## src/rtl/udp_pkg.sv

```systemverilog
// +----------------------------------------------------------------------------+
// | udp_pkg : shared UDP constants, RX FSM state type and keep helper          |
// | Rev 1.0                                                                    |
// +----------------------------------------------------------------------------+
`default_nettype none

package udp_pkg;

   localparam int         UDP_HDR_BYTES = 8;
   localparam logic [7:0] IP_PROTO_UDP  = 8'h11;

   typedef enum logic [1:0] {
      ST_HEADER  = 2'd0,
      ST_PAYLOAD = 2'd1,
      ST_PAD     = 2'd2,
      ST_DROP    = 2'd3
   } udp_rx_state_e;

   // Low n byte enables; n >= 8 gives a full beat.
   function automatic logic [7:0] keep_from_count(input logic [15:0] n);
      logic [7:0] k;
      if (n >= 16'd8) k = 8'hFF;
      else            k = 8'((9'd1 << n[2:0]) - 9'd1);
      return k;
   endfunction

endpackage

`default_nettype wire

```

## src/rtl/udp_csum_acc.sv

```systemverilog
// +----------------------------------------------------------------------------+
// | udp_csum_acc : masked 64-bit one's-complement accumulate and 16-bit fold   |
// | Rev 1.0                                                                    |
// +----------------------------------------------------------------------------+
`default_nettype none

module udp_csum_acc (
   input  logic [63:0] data_i,
   input  logic [7:0]  mask_i,
   input  logic        start_i,
   input  logic [31:0] init_i,
   input  logic [31:0] acc_i,
   output logic [31:0] acc_o,
   output logic [15:0] fold_o
);

   logic [31:0] w_sum;
   logic [16:0] w_f1;

   // Words are big-endian: the first byte on the wire is the high byte.
   always_comb begin
      w_sum = start_i ? init_i : acc_i;
      for (int j = 0; j < 4; j++) begin
         w_sum = w_sum + {16'd0,
                          (mask_i[2*j]   ? data_i[16*j +: 8]     : 8'd0),
                          (mask_i[2*j+1] ? data_i[16*j + 8 +: 8] : 8'd0)};
      end
   end

   assign acc_o  = w_sum;
   assign w_f1   = {1'b0, acc_i[15:0]} + {1'b0, acc_i[31:16]};
   assign fold_o = w_f1[15:0] + {15'd0, w_f1[16]};

endmodule

`default_nettype wire

```

## src/rtl/us_udp_rx_stream.sv

```systemverilog
// +----------------------------------------------------------------------------+
// | us_udp_rx_stream : UDP RX - strip header, trim padding, verify checksum    |
// | Rev 1.0                                                                    |
// +----------------------------------------------------------------------------+
`default_nettype none

module us_udp_rx_stream
   import udp_pkg::*;
#(
   parameter string FPGA_TYPE = "usplus"
) (
   input  logic        rx_axis_aclk,
   input  logic        rx_axis_areset,
   input  logic [63:0] ip_rx_axis_tdata,
   input  logic [7:0]  ip_rx_axis_tkeep,
   input  logic        ip_rx_axis_tvalid,
   input  logic        ip_rx_axis_tlast,
   input  logic        ip_rx_axis_tuser,
   output logic [63:0] udp_rx_axis_tdata,
   output logic [7:0]  udp_rx_axis_tkeep,
   output logic        udp_rx_axis_tvalid,
   output logic        udp_rx_axis_tlast,
   output logic        udp_rx_axis_tuser,
   input  logic [31:0] recv_src_ip_addr,
   input  logic [31:0] recv_dst_ip_addr
);

   if (FPGA_TYPE == "7series") begin : g_fam_7series
   end else begin : g_fam_ultrascale
   end

   udp_rx_state_e state_q, state_d;
   logic [15:0]   rem_q, rem_d;
   logic          err_q, err_d;
   logic          cen_q, cen_d;

   logic          s1_valid_q, s1_last_q, s1_err_q, s1_cen_q;
   logic [63:0]   s1_data_q;
   logic [7:0]    s1_keep_q;
   logic [31:0]   acc_q;

   logic [63:0]   out_data_q;
   logic [7:0]    out_keep_q;
   logic          out_valid_q, out_last_q, out_user_q;

   logic [15:0]   w_len, w_csum, w_fold;
   logic [31:0]   w_pseudo, w_acc_sum;
   logic [3:0]    w_in_cnt;
   logic          w_fwd, w_out_last, w_trunc, w_acc_en, w_acc_start, w_reach;
   logic [7:0]    w_out_keep, w_acc_mask;

   assign w_len  = {ip_rx_axis_tdata[39:32], ip_rx_axis_tdata[47:40]};
   assign w_csum = {ip_rx_axis_tdata[55:48], ip_rx_axis_tdata[63:56]};
   assign w_pseudo = {16'd0, recv_src_ip_addr[31:16]} + {16'd0, recv_src_ip_addr[15:0]}
                   + {16'd0, recv_dst_ip_addr[31:16]} + {16'd0, recv_dst_ip_addr[15:0]}
                   + {24'd0, IP_PROTO_UDP} + {16'd0, w_len};

   always_comb begin
      w_in_cnt = 4'd0;
      for (int i = 0; i < 8; i++) w_in_cnt = w_in_cnt + {3'd0, ip_rx_axis_tkeep[i]};
   end

   assign w_reach = (rem_q <= {12'd0, w_in_cnt});

   udp_csum_acc u_csum (
      .data_i  (ip_rx_axis_tdata),
      .mask_i  (w_acc_mask),
      .start_i (w_acc_start),
      .init_i  (w_pseudo),
      .acc_i   (acc_q),
      .acc_o   (w_acc_sum),
      .fold_o  (w_fold)
   );

   always_ff @(posedge rx_axis_aclk or posedge rx_axis_areset) begin
      if (rx_axis_areset) state_q <= ST_HEADER;
      else                state_q <= state_d;
   end

   always_comb begin
      state_d = state_q;
      if (ip_rx_axis_tvalid) begin
         unique case (state_q)
            ST_HEADER:  if (!ip_rx_axis_tlast)
                           state_d = (w_len <= 16'(UDP_HDR_BYTES)) ? ST_DROP : ST_PAYLOAD;
            ST_PAYLOAD: if (ip_rx_axis_tlast) state_d = ST_HEADER;
                        else if (w_reach)     state_d = ST_PAD;
            default:    if (ip_rx_axis_tlast) state_d = ST_HEADER;
         endcase
      end
   end

   always_comb begin
      w_fwd       = 1'b0;
      w_out_keep  = ip_rx_axis_tkeep;
      w_out_last  = 1'b0;
      w_trunc     = 1'b0;
      w_acc_en    = 1'b0;
      w_acc_start = 1'b0;
      w_acc_mask  = 8'hFF;
      rem_d       = rem_q;
      err_d       = err_q;
      cen_d       = cen_q;
      if (ip_rx_axis_tvalid) begin
         unique case (state_q)
            ST_HEADER: if (!ip_rx_axis_tlast) begin
               w_acc_en    = 1'b1;
               w_acc_start = 1'b1;
               rem_d       = w_len - 16'(UDP_HDR_BYTES);
               err_d       = ip_rx_axis_tuser;
               cen_d       = (w_csum != 16'd0);
            end
            ST_PAYLOAD: begin
               w_fwd    = 1'b1;
               w_acc_en = 1'b1;
               err_d    = err_q | ip_rx_axis_tuser;
               if (w_reach) begin
                  w_out_keep = keep_from_count(rem_q);
                  w_acc_mask = w_out_keep;
                  w_out_last = 1'b1;
               end else begin
                  w_acc_mask = ip_rx_axis_tkeep;
                  rem_d      = rem_q - {12'd0, w_in_cnt};
                  w_out_last = ip_rx_axis_tlast;
                  w_trunc    = ip_rx_axis_tlast;
               end
            end
            default: ;
         endcase
      end
   end

   // Stage 1: beat, per-packet flags and running checksum.
   always_ff @(posedge rx_axis_aclk or posedge rx_axis_areset) begin
      if (rx_axis_areset) begin
         rem_q      <= 16'd0;
         err_q      <= 1'b0;
         cen_q      <= 1'b0;
         acc_q      <= 32'd0;
         s1_valid_q <= 1'b0;
         s1_data_q  <= 64'd0;
         s1_keep_q  <= 8'd0;
         s1_last_q  <= 1'b0;
         s1_err_q   <= 1'b0;
         s1_cen_q   <= 1'b0;
      end else begin
         rem_q      <= rem_d;
         err_q      <= err_d;
         cen_q      <= cen_d;
         s1_valid_q <= w_fwd;
         if (w_acc_en) acc_q <= w_acc_sum;
         if (w_fwd) begin
            s1_data_q <= ip_rx_axis_tdata;
            s1_keep_q <= w_out_keep;
            s1_last_q <= w_out_last;
            s1_err_q  <= err_d | w_trunc;
            s1_cen_q  <= cen_q;
         end
      end
   end

   // Stage 2: fold the accumulated sum and drive the output stream.
   always_ff @(posedge rx_axis_aclk or posedge rx_axis_areset) begin
      if (rx_axis_areset) begin
         out_valid_q <= 1'b0;
         out_data_q  <= 64'd0;
         out_keep_q  <= 8'd0;
         out_last_q  <= 1'b0;
         out_user_q  <= 1'b0;
      end else begin
         out_valid_q <= s1_valid_q;
         out_data_q  <= s1_data_q;
         out_keep_q  <= s1_keep_q;
         out_last_q  <= s1_valid_q & s1_last_q;
         out_user_q  <= s1_valid_q & s1_last_q &
                        (s1_err_q | (s1_cen_q & (w_fold != 16'hFFFF)));
      end
   end

   assign udp_rx_axis_tdata  = out_data_q;
   assign udp_rx_axis_tkeep  = out_keep_q;
   assign udp_rx_axis_tvalid = out_valid_q;
   assign udp_rx_axis_tlast  = out_last_q;
   assign udp_rx_axis_tuser  = out_user_q;

endmodule

`default_nettype wire

```

## config.mk

```make
export PLATFORM = sky130hd
export DESIGN_NAME = us_udp_rx_stream
export DESIGN_NICKNAME = d
export VERILOG_FILES = /design/src/rtl/udp_pkg.sv /design/src/rtl/udp_csum_acc.sv /design/src/rtl/us_udp_rx_stream.sv
export SDC_FILE = /design/constraint.sdc
export NUM_CORES = 1
export LEC_CHECK = 0
export BUFFER_PORTS_ARGS = -buffer_cell sky130_fd_sc_hd__clkbuf_2
export CAP_MARGIN = 40
export CORE_MARGIN = 2
export CORE_UTILIZATION = 58
export CTS_CLUSTER_DIAMETER = 40
export DETAILED_ROUTE_END_ITERATION = 10
export PLACE_DENSITY_LB_ADDON = 0.15
export SLEW_MARGIN = 40
export SYNTH_ARGS = -nofsm -noshare
export SYNTH_HDL_FRONTEND = slang
export SYNTH_SLANG_ARGS = --single-unit
```

## constraint.sdc

```tcl
create_clock -name rx_axis_aclk -period 7.2 [get_ports rx_axis_aclk]
set_clock_uncertainty 0.2 [all_clocks]
set_input_delay 0.72 -clock rx_axis_aclk [delete_from_list [all_inputs] [get_ports rx_axis_aclk]]
set_output_delay 0.72 -clock rx_axis_aclk [all_outputs]
set_load 0.01 [all_outputs]
```

==> results of run 1 <==
-- state kept, by name (all words and copies together), names as in the netlist, 2 cells and up --
register / count
acc_q: 32
rem_q: 16
s1_data_q: 64
s1_keep_q: 8
state_q: 2
udp_rx_axis_tdata: 64
udp_rx_axis_tkeep: 8
-- power by group through the flow --
stage                     clock network (mW)  registers, mW  logic, mW
after floorplan                            0           1.54       2.66
after global placement                     0           1.57       4.00
after detailed placement                   0           1.58       4.12
after CTS                               1.37           1.56       4.42
after global routing                    1.42           1.59       5.34
final                                   1.37           1.56       4.91
-- cells in the final DEF (no fill, tap or decap), types with 40 or more instances in the layout --
master and count:
ha_1 73, nor2_1 75, fa_1 98, inv_1 103, dfrtp_1 203, buf_4 130
nand2_1 274, a21oi_1 52, o21ai_0 40, clkbuf_2 214
-- worst paths after layout --
kind,depth (start not counted),endpoint,startpoint,slack (ns)
hold reg to reg,0,udp_rx_axis_tvalid,s1_valid_q,0.17
setup / recovery,34,acc_q[23],ip_rx_axis_tkeep[0],-1.23
setup reg to reg,28,acc_q[23],rem_q[0],0.52
min in group rx_axis_aclk,0,udp_rx_axis_tvalid,s1_valid_q,0.17
max in group asynchronous,3,acc_q[5],rx_axis_areset,5.58
hold / removal,2,udp_rx_axis_tdata[32],rx_axis_areset,0.02
-- area by class of cell --
cell class / count / area [um^2]
clock buffer: 33 / 739.5
fill: 1537 / 5483
timing repair buffer: 352 / 2156
sequential: 203 / 5080
tap: 285 / 356.6
inverter: 111 / 429.2
clock inverter: 19 / 210.2
multi-input combinational: 1033 / 8187
-- metrics by stage --
step | std cells | hold WS, ns | setup WS, ns | setup TNS, ns | utilization [%]
finish | 2036 | 0.01799 | -1.230 | -27.45 | 75.78
floorplan | 1383 | 0.1467 | -1.069 | -20.72 | -
CTS | 2026 | 0.1699 | -1.008 | -22.42 | 74.68
global route | 2036 | 0.1153 | -1.482 | -33.76 | 75.78
global placement | 1951 | 0.1539 | -1.475 | -34.76 | 69.22
detailed placement | 1952 | 0.1563 | -1.693 | -40.53 | 69.38
-- worst max-delay path: cells and delay by family --
family | cells | cell delay, ns
AOI/OAI and AO/OA | 9 | 1.73
adders and majority gates | 11 | 4.61
buffers and inverters | 8 | 0.61
muxes | 1 | 0.22
and+or+nand+nor | 5 | 0.76
-- kinds of logic after synthesis --
family          count (synthesis)  share of synthesized area, %
fa+ha+maj                     183                         22.84
flops                         203                         38.06
simple gates                  532                         18.09
compound gates                255                         12.64
mux                            12                        0.9094
xor+xnor                       50                         3.281
buf+inv                       148                         4.181
-- metal layers --
metal | wire length [um] | GRT usage, % | share of wire (%) | up-vias
met2 | 18400 | 53.24 | 47 | 517
met1 | 16350 | 43.92 | 41 | 5753
met4 | 1435 | 10.53 | 3.6 | 0
li1 | - | - | - | 5358
met5 | 0 | 0 | 0 | -
met3 | 3238 | 5.639 | 8.2 | 102
-- timing repair --
action	CTS	global route
endpoints found under the setup margin	29	30
gates resized for setup	24	37
pin swaps	18	41
hold buffers	0	0
setup buffers	21	12
cloned	1	0
==> results.json, run 1 <==
{
  "status": "complete, but fails checks",
  "violations": "negative setup slack",
  "tritoncts": "built",
  "clkPwrFrac_pct": 17.4,
  "clock-root-buffer": "clkbuf_16",
  "slew_headroom_pct": 44.68,
  "grt_util_all_layers_pct": 32.30,
  "die_h_um": 155.7,
  "h-tree-depth": 1,
  "hold_viol_final": 0,
  "fin_crit_sh_pct": 117.1,
  "wl_mm": 39.42,
  "switching_share_pct": 42.43,
  "arrival_ns": 8.68,
  "overflow": 0,
  "synth-edff-count": 0,
  "clock_path_buffers": 3,
  "synth_fp_nets": 1707,
  "setup_viol": 29,
  "hpwlAfterDp_mm": 29.39,
  "ys_seq_elements": 203,
  "start_util_pct": 58.95,
  "comb_power_share_pct": 62.6,
  "drive_gt1_share_pct": 28.44,
  "cts_buffers": 28,
  "fmax_mhz": 118.6,
  "crit_fanout": 6,
  "rsz0062_at_grt": "yes",
  "clock_latency_ns": 0.54,
  "critPathKind": "in2reg",
  "core_area_mm2": 0.02264,
  "fin_crit_ns": 8.430,
  "p_sw_mw": 3.330,
  "peakVddDrop_mv": 0.3146,
  "place_area_mm2": 0.01571,
  "finalInstanceArea_mm2": 0.01716,
  "grt_pass1_wl_mm": 60.49,
  "hp-class": "in2async",
  "crit_top_cell": "fa_1",
  "antenna_found_initial": 0,
  "drt_iter0_drc": 863,
  "ys_seq_area_share_pct": 38.06,
  "pin_count": 216,
  "avgSynthCellArea_um2": 9.650,
  "synth_cell_types": 69,
  "seqPwrFrac_pct": 19.9,
  "cp-start-kind": "input port",
  "numClockSinks": 203,
  "clk_pin_slew_ns": 0.06,
  "avgViaCountPerCell": 5.761,
  "drt-pass1-iter-count": 5,
  "gp_congestion": 0.9655,
  "drc_errors": 0,
  "wire_per_inst_um": 19.36,
  "synth_common_cells": "nand2_1, dfrtp_1, inv_1",
  "slowest_stage": "fa_1",
  "first_global_vias": 11685,
  "cap_violations": 0,
  "netlist.area_leader.share_pct": 38.06,
  "required_ns": 7.45,
  "internal-power_mw": 4.517,
  "total_power_mw": 7.847,
  "finalMaxSlewViolations": 0,
  "slowest_delay_ns": 0.56,
  "die_area_mm2": 0.02424,
  "powerDensity_mw_per_mm2": 457.4,
  "drtAntennaViolNets": 0,
  "crit_path_end_kind": "register",
  "yosysTopAreaCell": "dfrtp_1",
  "syn_area_mm2": 0.01335,
  "die_w_um": 155.7,
  "grt_max_degree": 125,
  "yosysMostFrequentCell": "nand2_1",
  "dominantRegCellSynth": "dfrtp_1",
  "syn_to_final_growth_pct": 28.56,
  "async_reset_ff_share_pct": 100.0,
  "std_cell_rows": 55,
  "p_leak_nw": 8.574,
  "diodes": 0,
  "io_buffers": 215,
  "worstMarginPinSlew_ns": 0.8229,
  "timing.final.ws_setup_ns": -1.230,
  "yosysWarnings": 0,
  "num_vias": 11730,
  "fin_nets": 2053,
  "netlist_instances": 1383,
  "synth_area_leaders": "dfrtp_1, fa_1, nand2_1"
}
Note: power is estimated with default switching activity, not from simulation.
==> run 2, diff against run 1 <==
--- a/config.mk
+++ b/config.mk
@@ -8,7 +8,7 @@
 export BUFFER_PORTS_ARGS = -buffer_cell sky130_fd_sc_hd__clkbuf_2
 export CAP_MARGIN = 40
 export CORE_MARGIN = 2
-export CORE_UTILIZATION = 58
+export CORE_UTILIZATION = 60
 export CTS_CLUSTER_DIAMETER = 40
 export DETAILED_ROUTE_END_ITERATION = 10
 export PLACE_DENSITY_LB_ADDON = 0.15
==> constraint.sdc (replaced) <==
create_clock -name rx_axis_aclk -period 10.1 [get_ports rx_axis_aclk]
set_clock_uncertainty 0.2 [all_clocks]
set_input_delay 1.01 -clock rx_axis_aclk [delete_from_list [all_inputs] [get_ports rx_axis_aclk]]
set_output_delay 1.01 -clock rx_axis_aclk [all_outputs]
set_load 0.01 [all_outputs]
==> run 2 against run 1 <==
Net effect: sequential power decreased by 28%; sequential cell count unchanged; cell count shrank 6.2%; sequential share of layout area rose by 2.5 points; total power shrank 42%; worst hold slack gained 0.15 ns; the run now ends clean; largest cell class unchanged; core utilization decreased by 3.3 points.
==> results.json, run 2 (same netlist as run 1, synthesis figures left out) <==
{
  "clock_path_buffers": 3,
  "ff2ff_setup_slack_ns": 2.92,
  "crit_top_cell": "fa_1",
  "grt_util_all_layers_pct": 31.12,
  "peakVddDrop_mv": 0.1809,
  "hp-class": "reg2reg",
  "crit_fanout": 9,
  "numClockSinks": 203,
  "critPathKind": "in2reg",
  "drt-pass1-iter-count": 8,
  "fill_cells": 1619,
  "powerDensity_mw_per_mm2": 289.6,
  "drtAntennaViolNets": 0,
  "syn_to_final_growth_pct": 18.58,
  "p_leak_nw": 7.970,
  "clock_latency_ns": 0.55,
  "num_vias": 11018,
  "fin_crit_sh_pct": 91.92,
  "core_area_mm2": 0.02182,
  "start_util_pct": 61.16,
  "hp-start": "s1_data_q[14]",
  "gp_congestion": 0.9729,
  "die_area_mm2": 0.02345,
  "diodes": 0,
  "io_buffers": 215,
  "arrival_ns": 9.54,
  "setup_viol": 0,
  "total_power_mw": 4.584,
  "pin_count": 216,
  "cap_violations": 0,
  "worstHoldPathCells": 0,
  "slowest_stage": "o21ai_1",
  "final_common_cell": "nand2_1",
  "clock-root-buffer": "clkbuf_16",
  "die_h_um": 153.1,
  "required_ns": 10.36,
  "wire_per_inst_um": 18.90,
  "cts_buffers": 29,
  "r2r-end": "acc_q[21]",
  "avgViaCountPerCell": 5.772,
  "crit_path_end_kind": "register",
  "hold_viol_final": 0,
  "tritoncts": "built",
  "die_w_um": 153.1,
  "cts_setup_buffers": 0,
  "clk_pin_slew_ns": 0.06,
  "place_area_mm2": 0.01478,
  "antenna_found_initial": 0,
  "fmax_mhz": 107.7,
  "finalInstanceArea_mm2": 0.01583,
  "drc_errors": 0,
  "final_cell_mix": "nand2_1, clkbuf_2, dfrtp_1",
  "wl_mm": 36.09,
  "drt_iter0_drc": 814,
  "status": "complete, no violations",
  "finalMaxSlewViolations": 0,
  "r2r_start": "state_q[0]",
  "slowest_delay_ns": 0.60,
  "slew_headroom_pct": 43.52,
  "std_cell_rows": 54,
  "fin_crit_ns": 9.284,
  "drive_gt1_share_pct": 18.66,
  "reg2reg_depth": 21,
  "worstMarginPinSlew_ns": 0.8434,
  "h-tree-depth": 1,
  "hpwlAfterDp_mm": 27.46,
  "first_global_vias": 10779,
  "grt_max_degree": 129,
  "ctsHoldBuffers": 0,
  "rsz0062_at_grt": "no",
  "final.setup.tns_ns": 0,
  "overflow": 0,
  "holdPathEnd": "udp_rx_axis_tdata[14]",
  "fin_nets": 1931,
  "cp-start-kind": "input port",
  "grt_pass1_wl_mm": 57.56,
  "cts_resized": 0
}
[run 2: cell count changes in the layout (fill, tap and decap cells not counted), moves of 7 or more]
cell | before | now
a211oi_1 | 8 | 15
buf_4 | 130 | 14
ha_1 | 73 | 82
nor3_1 | 19 | 28
nor3_2 | 7 | 0
o21ai_0 | 40 | 51
[run 2: cell type report]
type / count / area, um^2 / area share [%]
tap: 280 / 350.3 / 2.214
sequential: 203 / 5080 / 32.10
clock inverter: 20 / 291.5 / 1.842
inverter: 111 / 429.2 / 2.712
timing repair buffer: 230 / 1192 / 7.534
multi-input combinational: 1032 / 7732 / 48.86
clock buffer: 33 / 750.7 / 4.743
[run 2: power breakdown]
| part | switching, mW | total, mW | internal (mW) |
|---|---|---|---|
| clock network | 0.425 | 1.06 | 0.637 |
| registers | 0.143 | 1.12 | 0.979 |
| logic | 1.40 | 2.40 | 0.995 |
| total | 1.97 | 4.58 | 2.61 |
[run 2: how the worst max path moves through the flow]
stage / slack [ns] / to / from / depth (start not counted)
finish: 0.82 / acc_q[21] / ip_rx_axis_tkeep[0] / 29
global route: 0.30 / acc_q[23] / ip_rx_axis_tkeep[0] / 33
floorplan: 1.05 / acc_q[21] / ip_rx_axis_tkeep[0] / 31
detailed placement: 0.37 / acc_q[21] / ip_rx_axis_tkeep[0] / 29
CTS: 0.87 / acc_q[21] / ip_rx_axis_tkeep[0] / 29
global placement: 0.60 / acc_q[24] / ip_rx_axis_tkeep[0] / 33
[run 2: metal layers]
metal	vias to the layer above	share of wire, %	global-route usage [%]	wire [um]
li1	5112	-	-	-
met1	5327	43	45.16	15380
met2	514	46	48.43	16490
met3	65	8.8	6.067	3187
met4	0	2.8	8.642	1024
met5	-	0	0	0
[run 2: per-stage QoR]
step / worst slack [ns] / std cells / hold WS [ns] / util (%)
final: 0.8163 / 1909 / 0.1648 / 72.52
after global routing: 0.3003 / 1909 / 0.1720 / 72.52
after CTS: 0.8677 / 1909 / 0.1638 / 72.51
after detailed placement: 0.3693 / 1856 / 0.1589 / 67.73
after global placement: 0.5986 / 1856 / 0.1579 / 67.65
after floorplan: 1.047 / 1383 / 0.1467 / -
[run 2: critical path: cells and delay by family]
kind | cells | cell delay [ns]
compound gates | 7 | 1.94
fa+ha+maj | 10 | 4.42
buf+inv | 6 | 0.36
mux | 1 | 0.20
simple gates | 5 | 1.58
==> run 3, diff against run 2 <==
--- a/config.mk
+++ b/config.mk
@@ -7,6 +7,7 @@
 export LEC_CHECK = 0
 export BUFFER_PORTS_ARGS = -buffer_cell sky130_fd_sc_hd__clkbuf_2
 export CAP_MARGIN = 40
+export CORE_ASPECT_RATIO = 2
 export CORE_MARGIN = 2
 export CORE_UTILIZATION = 60
 export CTS_CLUSTER_DIAMETER = 40
==> run 3 against run 2 <==
Net effect: maximum frequency grew 0.79%; core utilization is 1.9 points lower; via count increased by 0.54%; first-iteration DRC count decreased by 11%; non-clock buffer count is 9 higher; cell count shrank 0.68%; clock-buffer cell count down 7; die area rose by 0.31%; design area fell by 1.9%; clock power shrank 29%; wire length increased by 6.7%; critical path depth is 4 higher; critical path type unchanged; critical endpoint is now acc_q[31].
==> results.json, run 3 (same netlist as run 1, synthesis figures left out) <==
{
  "final_common_cell": "nand2_1",
  "clock_latency_ns": 0.52,
  "cap_violations": 0,
  "overflow": 0,
  "final_cell_mix": "nand2_1, clkbuf_2, dfrtp_1",
  "wire_per_inst_um": 20.31,
  "slew_headroom_pct": 44.51,
  "clk_pin_slew_ns": 0.07,
  "slowest_stage": "a211oi_1",
  "finalMaxSlewViolations": 0,
  "setup_viol": 0,
  "grt_max_degree": 141,
  "clock_path_buffers": 3,
  "fin_crit_ns": 9.211,
  "finalInstanceArea_mm2": 0.01552,
  "cts_resized": 0,
  "cp-start-kind": "input port",
  "pre_cts_ws_ns": 0.4133,
  "drtAntennaViolNets": 0,
  "switching_share_pct": 44.26,
  "tritoncts": "built",
  "drt_iter0_drc": 726,
  "crit_fanout": 9,
  "hp-class": "reg2reg",
  "syn_to_final_growth_pct": 16.28,
  "numClockSinks": 203,
  "diodes": 0,
  "antenna_found_initial": 0,
  "num_vias": 11078,
  "grt_util_all_layers_pct": 34.40,
  "register_area_mm2": 0.005080,
  "p_sw_mw": 1.947,
  "avgViaCountPerCell": 5.843,
  "fill_cells": 1751,
  "arrival_ns": 9.45,
  "seqPwrFrac_pct": 25.7,
  "critPathKind": "in2reg",
  "clock-root-buffer": "clkbuf_16",
  "die_w_um": 109.5,
  "cts_setup_buffers": 0,
  "rsz0062_at_grt": "no",
  "final.setup.tns_ns": 0,
  "required_ns": 10.34,
  "wl_mm": 38.51,
  "crit_top_cell": "fa_1",
  "io_buffers": 215,
  "drc_errors": 0,
  "worstMarginPinSlew_ns": 0.8324,
  "dp.cells": 1861,
  "pin_count": 216,
  "peakVddDrop_mv": 0.1844,
  "hold_viol_final": 0,
  "comb_power_share_pct": 57.1,
  "std_cell_rows": 77,
  "drive_gt1_share_pct": 18.33,
  "start_util_pct": 60.76,
  "ctsHoldBuffers": 0,
  "core_area_mm2": 0.02197,
  "finalNonFillerCells": 1896,
  "die_area_mm2": 0.02353,
  "fmax_mhz": 108.6,
  "drt-pass1-iter-count": 7,
  "die_h_um": 214.9,
  "powerDensity_mw_per_mm2": 283.4,
  "fin_crit_sh_pct": 91.20,
  "cts_buffers": 21,
  "crit_path_end_kind": "register",
  "status": "complete, no violations",
  "place_area_mm2": 0.01485,
  "hpwlAfterDp_mm": 30.60,
  "gp_congestion": 0.9098,
  "total_power_mw": 4.399,
  "internal-power_mw": 2.452,
  "p_leak_nw": 7.827,
  "slowest_delay_ns": 0.57,
  "timing.final.ws_setup_ns": 0.8893,
  "h-tree-depth": 1,
  "clkPwrFrac_pct": 17.2,
  "grt_pass1_wl_mm": 61.41,
  "fin_nets": 1932,
  "multi_input_area_mm2": 0.007735,
  "first_global_vias": 11792
}
run 3: cell types whose count changed in the layout (fill, tap and decap cells not counted), sizes merged:
cell      previous run  this run
clkbuf             248       241
buf                 15        24
bufinv               3         0
clkinv               7         2
inv                120       114
clkinvlp             1         4
run 3: worst paths after layout:
kind / start / endpoint / slack [ns] / cells after the start
max: ip_rx_axis_tkeep[0] / acc_q[31] / 0.89 / 33
min: s1_data_q[18] / udp_rx_axis_tdata[18] / 0.17 / 0
max reg2reg: rem_q[0] / acc_q[31] / 3.07 / 27
min reg2reg: s1_data_q[18] / udp_rx_axis_tdata[18] / 0.17 / 0
max in group asynchronous: rx_axis_areset / rem_q[4] / 8.31 / 3
min in group asynchronous: rx_axis_areset / udp_rx_axis_tdata[16] / 0.37 / 2
run 3: worst max-delay path: cells and delay by family:
kind,cells,cell delay (ns)
and+or+nand+nor,5,1.07
adders and majority gates,11,4.63
AOI/OAI and AO/OA,9,2.05
muxes,1,0.23
buffers and inverters,7,0.46
run 3: cell type report:
| class | instances | share of cell area [%] |
|---|---|---|
| repair buffers | 239 | 8.167 |
| clock buffers | 26 | 3.765 |
| inverters | 111 | 2.765 |
| multi-input cells | 1032 | 49.84 |
| flip-flops and latches | 203 | 32.73 |
| well taps | 276 | 2.225 |
| clock inverters | 9 | 0.5079 |
run 3: power groups by stage:
stage	clock, mW	combinational, mW	sequential (mW)
floorplan	0	1.74	1.10
global placement	0	2.42	1.14
detailed placement	0	2.47	1.14
CTS	0.762	2.50	1.13
global route	0.798	2.81	1.15
finish	0.755	2.51	1.13
run 3: per-stage QoR:
stage,hold WS [ns],util [%]
floorplan,0.1467,-
global placement,0.1587,67.50
detailed placement,0.1583,67.61
CTS,0.1720,70.63
global route,0.1786,70.65
finish,0.1729,70.65
run 3: metal layers:
metal / vias up / GRT usage (%) / routed length (um) / part of all wire, %
met4: 0 / 21.52 / 2983 / 7.7
li1: 5098 / - / - / -
met2: 394 / 60.78 / 20370 / 53
met1: 5445 / 38.13 / 13380 / 35
met3: 141 / 3.913 / 1773 / 4.6
met5: - / 0 / 0 / 0
